**src/rtl/clk_divider_multi.sv**
```systemverilog
// Multi-channel run-time programmable clock divider with 50% duty outputs and rising-edge ticks.
// Half-period updates are shadowed and committed at each channel's terminal count, on sync, or while disabled.
module clk_divider_multi #(
    parameter int unsigned          NUM_CH       = 4,
    parameter int unsigned          CNT_W        = 19,
    parameter logic [CNT_W-1:0]     DEFAULT_HALF = CNT_W'(262145),
    localparam int unsigned         CH_W         = (NUM_CH > 1) ? $clog2(NUM_CH) : 1
) (
    input  logic              clk_in,
    input  logic              rst_n,
    input  logic [NUM_CH-1:0] en,
    input  logic              sync,
    input  logic              div_wr,
    input  logic [CH_W-1:0]   div_ch,
    input  logic [CNT_W-1:0]  div_data,
    output logic [NUM_CH-1:0] divided_clk,
    output logic [NUM_CH-1:0] tick,
    output logic [NUM_CH-1:0] upd_pending
);

    // Indices at or above NUM_CH never match a channel, so such writes are dropped.
    logic [31:0] ch_ext;
    assign ch_ext = 32'(div_ch);

    for (genvar i = 0; i < NUM_CH; i++) begin : g_ch
        logic [CNT_W-1:0] cnt;
        logic [CNT_W-1:0] half;
        logic [CNT_W-1:0] pend;
        logic [CNT_W-1:0] next_pend;
        logic             dclk_q;
        logic             tick_q;
        logic             upd_q;
        logic             hit;
        logic             terminal;

        // NOTE: every signal written here gets a value on every pass, otherwise a latch is inferred.
        always_comb begin
            hit       = div_wr && (ch_ext == 32'(i));
            next_pend = hit ? div_data : pend;
            terminal  = (cnt == half);
        end

        // NOTE: sequential state uses non-blocking assignments so all channels update from pre-edge values.
        always_ff @(posedge clk_in or negedge rst_n) begin
            if (!rst_n) begin
                cnt    <= '0;
                half   <= DEFAULT_HALF;
                pend   <= DEFAULT_HALF;
                dclk_q <= 1'b0;
                tick_q <= 1'b0;
                upd_q  <= 1'b0;
            end else begin
                pend <= next_pend;
                if (!en[i]) begin
                    // Frozen channel: nothing to glitch, so the shadow value lands at once.
                    tick_q <= 1'b0;
                    half   <= next_pend;
                    upd_q  <= 1'b0;
                end else if (sync) begin
                    cnt    <= '0;
                    dclk_q <= 1'b0;
                    tick_q <= 1'b0;
                    half   <= next_pend;
                    upd_q  <= 1'b0;
                end else if (terminal) begin
                    // Toggle decision used the old half; the new one governs the next phase from cnt=0.
                    cnt    <= '0;
                    dclk_q <= ~dclk_q;
                    tick_q <= ~dclk_q;
                    half   <= next_pend;
                    upd_q  <= 1'b0;
                end else begin
                    cnt    <= cnt + CNT_W'(1);
                    tick_q <= 1'b0;
                    if (hit) begin
                        upd_q <= 1'b1;
                    end
                end
            end
        end

        assign divided_clk[i] = dclk_q;
        assign tick[i]        = tick_q;
        assign upd_pending[i] = upd_q;
    end

endmodule

```
**config.mk**
```make
export PLATFORM = sky130hd
export DESIGN_NAME = clk_divider_multi
export DESIGN_NICKNAME = d
export VERILOG_FILES = /design/src/rtl/clk_divider_multi.sv
export SDC_FILE = /design/constraint.sdc
export NUM_CORES = 1
export LEC_CHECK = 0
export BUFFER_PORTS_ARGS = -buffer_cell sky130_fd_sc_hd__buf_2
export CAP_MARGIN = 30
export CELL_PAD_IN_SITES_DETAIL_PLACEMENT = 1
export CELL_PAD_IN_SITES_GLOBAL_PLACEMENT = 2
export CORE_UTILIZATION = 44
export DETAILED_ROUTE_END_ITERATION = 8
export PLACE_DENSITY = 0.83
export SLEW_MARGIN = 20
export SYNTH_ARGS = -nofsm -noshare
export SYNTH_HDL_FRONTEND = slang
export SYNTH_SLANG_ARGS = --single-unit
```
**constraint.sdc**
```tcl
create_clock -name clk_in -period 2.3 [get_ports clk_in]
set_clock_uncertainty 0.15 [all_clocks]
set_input_delay 0.345 -clock clk_in [delete_from_list [all_inputs] [get_ports clk_in]]
set_output_delay 0.345 -clock clk_in [all_outputs]
set_load 0.03 [all_outputs]
```
## Word level (Yosys, flattened, before mapping)

Index checks and enable logic that the tools add are counted.

- Register bits after elaboration: 240
- Bits in latches: 0
- RAM bits: 0
- Memory bits (read-only): 0
- Input bits: 29
- Output and inout port bits: 12
- Word-level logic and storage cells: 120
- Memories kept: 0

- Add/subtract/negate cells: 4
- Multipliers: 0
- Divide/modulo/power cells: 0
- $lt $le $gt $ge: 0
- Equality and inequality tests: 15
- Shift-type cells: 0
- Mux-type cells: 60
- Bitwise gates (word level): 4
- Reductions and logical operators: 13

Operator list:

| operator | number |
|---|---|
| $mux W19 | 24 |
| $add A19 B1 Y19 const B | 4 |
| $eq A19 B19 Y1 | 4 |
| $mux W1 | 36 |
| $logic_not A32 Y1 | 1 |
| $ne A4 B1 Y1 const B | 4 |
| $ne A3 B1 Y1 const B | 4 |
| $reduce_and A2 Y1 | 4 |
| $reduce_bool A2 Y1 | 4 |
| $eq A2 B2 Y1 const B | 2 |
| $logic_and A1 B1 Y1 | 4 |
| $not A1 Y1 | 4 |
| $eq A2 B1 Y1 const B | 1 |

## Longest topological paths before layout

- Word-level depth: 6
- Depth in mapped cells: 7
- Mapped depth without buffers: 6

## Least setup slack after synthesis

No wires, ideal clock.

- Path type: flip-flop to flip-flop
- From: register g_ch[0].half[0]
- To: register g_ch[0].half[10]
- Setup time: 125 ps
- Arrival time: 1,744 ps
- Required time: 2,025 ps
- Setup slack: 281 ps
- Cell stages (with the launch flop): 7
- Buffers on the path: 1
- Clock period less this slack: 2,019 ps
- Cell sequence: dfstp_2 -> xor2_1 -> nor4_1 -> nand3_2 -> o21bai_4 -> buf_6 -> mux2_2

- Word-level cells in the longest chain between the ends: 2

Ends and longest elaborated chain:

| element | line | text |
|---|---|---|
| start: declaration | 27 | `logic [CNT_W-1:0] half;` |
| start signal: assignment | 57 | `half <= next_pend;` |
| start signal: assignment | 63 | `half <= next_pend;` |
| start signal: assignment | 70 | `half <= next_pend;` |
| $eq A19 B19 Y1 | 40 | `terminal = (cnt == half);` |
| $ne A3 B1 Y1 (no source line) | - |  |

No other way between the ends.
A chain may end at the register's enable or synchronous reset.

## Final worst setup path

- From: register g_ch[0].cnt[11]
- To: register g_ch[0].half[16]

- Word-level cells in the longest chain between the ends: 2

Ends and longest elaborated chain:

| element | line | text |
|---|---|---|
| start: declaration | 26 | `logic [CNT_W-1:0] cnt;` |
| start signal: assignment | 73 | `cnt <= cnt + CNT_W'(1);` |
| $eq A19 B19 Y1 | 40 |  |
| $ne A3 B1 Y1 (no source line) | - |  |

No other way between the ends.

==> results.cfg <==
[floorplan]
num_rows = 56
dieArea_um2 = 25200
die_w_um = 159
io_pins = 41
start_util_pct = 45.5
die_h_um = 159
core_um2 = 23800

[global_route]
grt_pass1_wl_mm = 40.2
grt_max_degree = 59
track_usage_pct = 21.0
grt_overflow = 0
antenna_found_initial = 1
grt_pass1_vias = 7174

[routing]
finalWirelength_mm = 24.6
drtAntennaViolNets = 0
highest_layer = met4
dr.pass1.iters = 5
vias_per_cell = 5.27
drc = 0
met2_length_mm = 11.8
dr.first_iter.drc_count = 273
wl_per_cell_um = 19.6
met3_length_um = 711
m1WireLength_mm = 11.4
vias = 6608

[placed_design]
dp_slack_ns = 0.0288
routabilityCongestion = 0.822
place_hpwl_mm = 16.9
dpl.cell_count = 1205
numPortBuffers = 40

[clock_network]
h-tree-depth = 1
root_buffer = clkbuf_16
clk_transition_reported_paths_ns = 0.06
clockBufferDepth = 3
cts.sink_count = 240
cts_tree = built
insertion_delay_ns = 0.52
post_cts_buffers = 0
cts-buffers-inserted = 25

[run_status]
status = completed

[timing]
setup_tns_ns = 0
fmax_ghz = 0.457
layout_setup_ws_ns = 0.113
hold_violations = 0
worst_pin_slew_ns = 0.507
slew_viol_final = 0
grt_setup_unrepaired = no
maxSlewHeadroom_pct = 66.1
holdWs_ns = 0.0297
layout_min_cycle_time_ns = 2.19
setup_viol = 0
finalCritPeriodShare_pct = 95.1

[synth]
seq_area_frac_synth_pct = 55.8
netlist_instances = 847
synth-seq-cells = 240
synth-main-ff-cell = dfrtp_1
synth_edf_count = 0
synth_top_cell_by_area = dfrtp_1
yosysUniqueCellTypes = 38
synth_largest_type_area_fraction_pct = 51.9
yosysWarnings = 0
syn_nets = 880
yosys-top-cells-count = dfrtp_1, mux2_2, xor2_1
synthArstFlopShare_pct = 100
avgSynthCellArea_um2 = 12.7
post-synth-top-count-cell = dfrtp_1
synth_area_um2 = 10800
yosys-top-cells-area = dfrtp_1, mux2_2, xor2_1, dfstp_2, nor2_1

[setup_path]
rr_endpoint = g_ch[0].half[16]$_DFFE_PN0P_
endpoint_kind = flip-flop
cp-startpoint = g_ch[0].cnt[11]$_DFFE_PN0P_
timing.reg2reg.setup_slack_ns = 0.11
endpoint = g_ch[0].half[16]$_DFFE_PN0P_
start_kind = flip-flop
path_max_fanout = 22
required_ns = 2.55
path_class = reg2reg
reg2regPathDepth = 6
worst_ep_arrival_time_ns = 2.44
rr_startpoint = g_ch[0].cnt[11]$_DFFE_PN0P_

[power]
p_leak_uw = 0.00563
seqPwrFrac_pct = 48.2
power.total_uw = 10900
ir_drop_v = 0.000442
p_comb_share_pct = 13.1
p_sw_share_pct = 25.3
power.share.clock_pct = 38.7
p_int_uw = 8100
switching_power_uw = 2750
power_density_nw_per_um2 = 870

[cells_and_area]
fillers = 2394
insertedDiodeCount = 0
syn_to_final_growth_pct = 15.6
nNetsFinal = 951
drive_gt1_share_pct = 31.7
layoutNonFillerInstCount = 1255

[hold_path]
min_path_type = in2reg

[flow_run]
cap_violations = 0
==> critical path, stage by stage (launching register included) <==
cell      delay, ns
dfrtp_1        0.46
xor2_1         0.19
nor4_1         0.33
nand2_1        0.18
o21bai_4       0.19
buf_12         0.18
mux2_2         0.36
==> repair_timing <==
action | CTS | global route
hold buffers | 5 | 0
pin swaps | 0 | 0
endpoints found under the hold margin | 61 | 0
setup endpoints to repair | 1 | 34
resized for setup | 1 | 2
==> logic make-up after synthesis <==
group                    after synthesis  synth area share, %
flip-flops                           240                 55.8
AND/OR/NAND/NOR                      215                 10.1
multiplexers                         156                 16.2
XOR/XNOR                             143                 11.6
buffers and inverters                 52                 3.00
AO/OA/AOI/OAI                         37                 2.76
adder cells (fa/ha/maj)                4                0.464
==> power groups by stage <==
stage          combinational (uW)  clock (uW)  sequential (uW)
6_report                     1420        4200             5230
5_1_grt                      1570        4480             5300
4_1_cts                      1440        4320             5240
3_5_place_dp                 1410           0             5300
3_3_place_gp                 1350           0             5270
2_1_floorplan                1010           0             5160
==> final cells by class <==
cell class                 count  area (um2)  area share, %
sequential                   240        6030           48.3
inverter                      14        52.6          0.421
tap                          319         399           3.20
clock buffer                  30         664           5.32
timing repair buffer          82         676           5.41
multi-input combinational    555        4470           35.8
clock inverter                15         191           1.53
==> worst min path at each step <==
| stage | from | endpoint | slack, ns | depth (start not counted) |
|---|---|---|---|---|
| global route | div_data[6] | g_ch[1].pend[6]$_DFF_PN0_ | 0.02 | 2 |
| finish | div_data[7] | g_ch[1].pend[7]$_DFF_PN0_ | 0.03 | 2 |
| global placement | rst_n | g_ch[3].tick_q$_DFF_PN0_ | 0.17 | 1 |
| CTS | div_data[11] | g_ch[3].pend[11]$_DFF_PN0_ | 0.02 | 2 |
| floorplan | rst_n | g_ch[0].cnt[0]$_DFFE_PN0P_ | -0.10 | 0 |
| detailed placement | rst_n | g_ch[3].cnt[18]$_DFFE_PN0P_ | 0.17 | 1 |
==> registers in the layout, indices dropped and copies added, names as in the netlist <==
register,flops
g_ch.dclk_q,4
g_ch.half,76
g_ch.cnt,76
g_ch.tick_q,4
g_ch.pend,76
g_ch.upd_q,4
==> layer usage <==
metal / up-vias / GRT usage [%]
li1: 3050 / -
met1: 3431 / 28.8
met2: 83 / 34.9
met3: 44 / 2.64
met4: 0 / 6.32
met5: - / 0
==> cell usage in the layout (no fill, tap or decap), types with 4 or more instances in the layout <==
| cell type | Yosys | final |
|---|---|---|
| dfrtp_1 | 224 | 224 |
| and3_1 | 7 | 7 |
| nor4_1 | 19 | 16 |
| nor4_2 | 1 | 4 |
| nor2b_1 | 5 | 5 |
| a21oi_1 | 19 | 19 |
| clkinv_2 | 0 | 5 |
| dlygate4sd3_1 | 0 | 5 |
| clkinvlp_4 | 0 | 5 |
| clkbuf_16 | 0 | 25 |
| inv_1 | 14 | 14 |
| xnor2_1 | 19 | 19 |
| o21ai_0 | 5 | 5 |
| mux2_2 | 146 | 146 |
| buf_2 | 3 | 39 |
| mux2_1 | 7 | 7 |
| nand2b_1 | 7 | 7 |
| and4_1 | 7 | 7 |
| xor2_1 | 124 | 124 |
| buf_4 | 15 | 26 |
| bufinv_16 | 0 | 4 |
| dfstp_2 | 16 | 16 |
| ha_1 | 4 | 4 |
| nand2_1 | 40 | 40 |
| nand3_1 | 16 | 16 |
| nor2_1 | 65 | 65 |
| nand4_1 | 24 | 24 |
| buf_12 | 0 | 11 |
| nor3_1 | 11 | 11 |
| nand3b_1 | 6 | 6 |
==> stage by stage <==
step	util, %	instance area (um2)
3_5_place_dp	48.7	11600
3_3_place_gp	48.7	11600
5_1_grt	52.6	12500
2_1_floorplan	-	10800
4_1_cts	52.5	12500
6_report	52.6	12500
(Power assumes the default switching activity.)
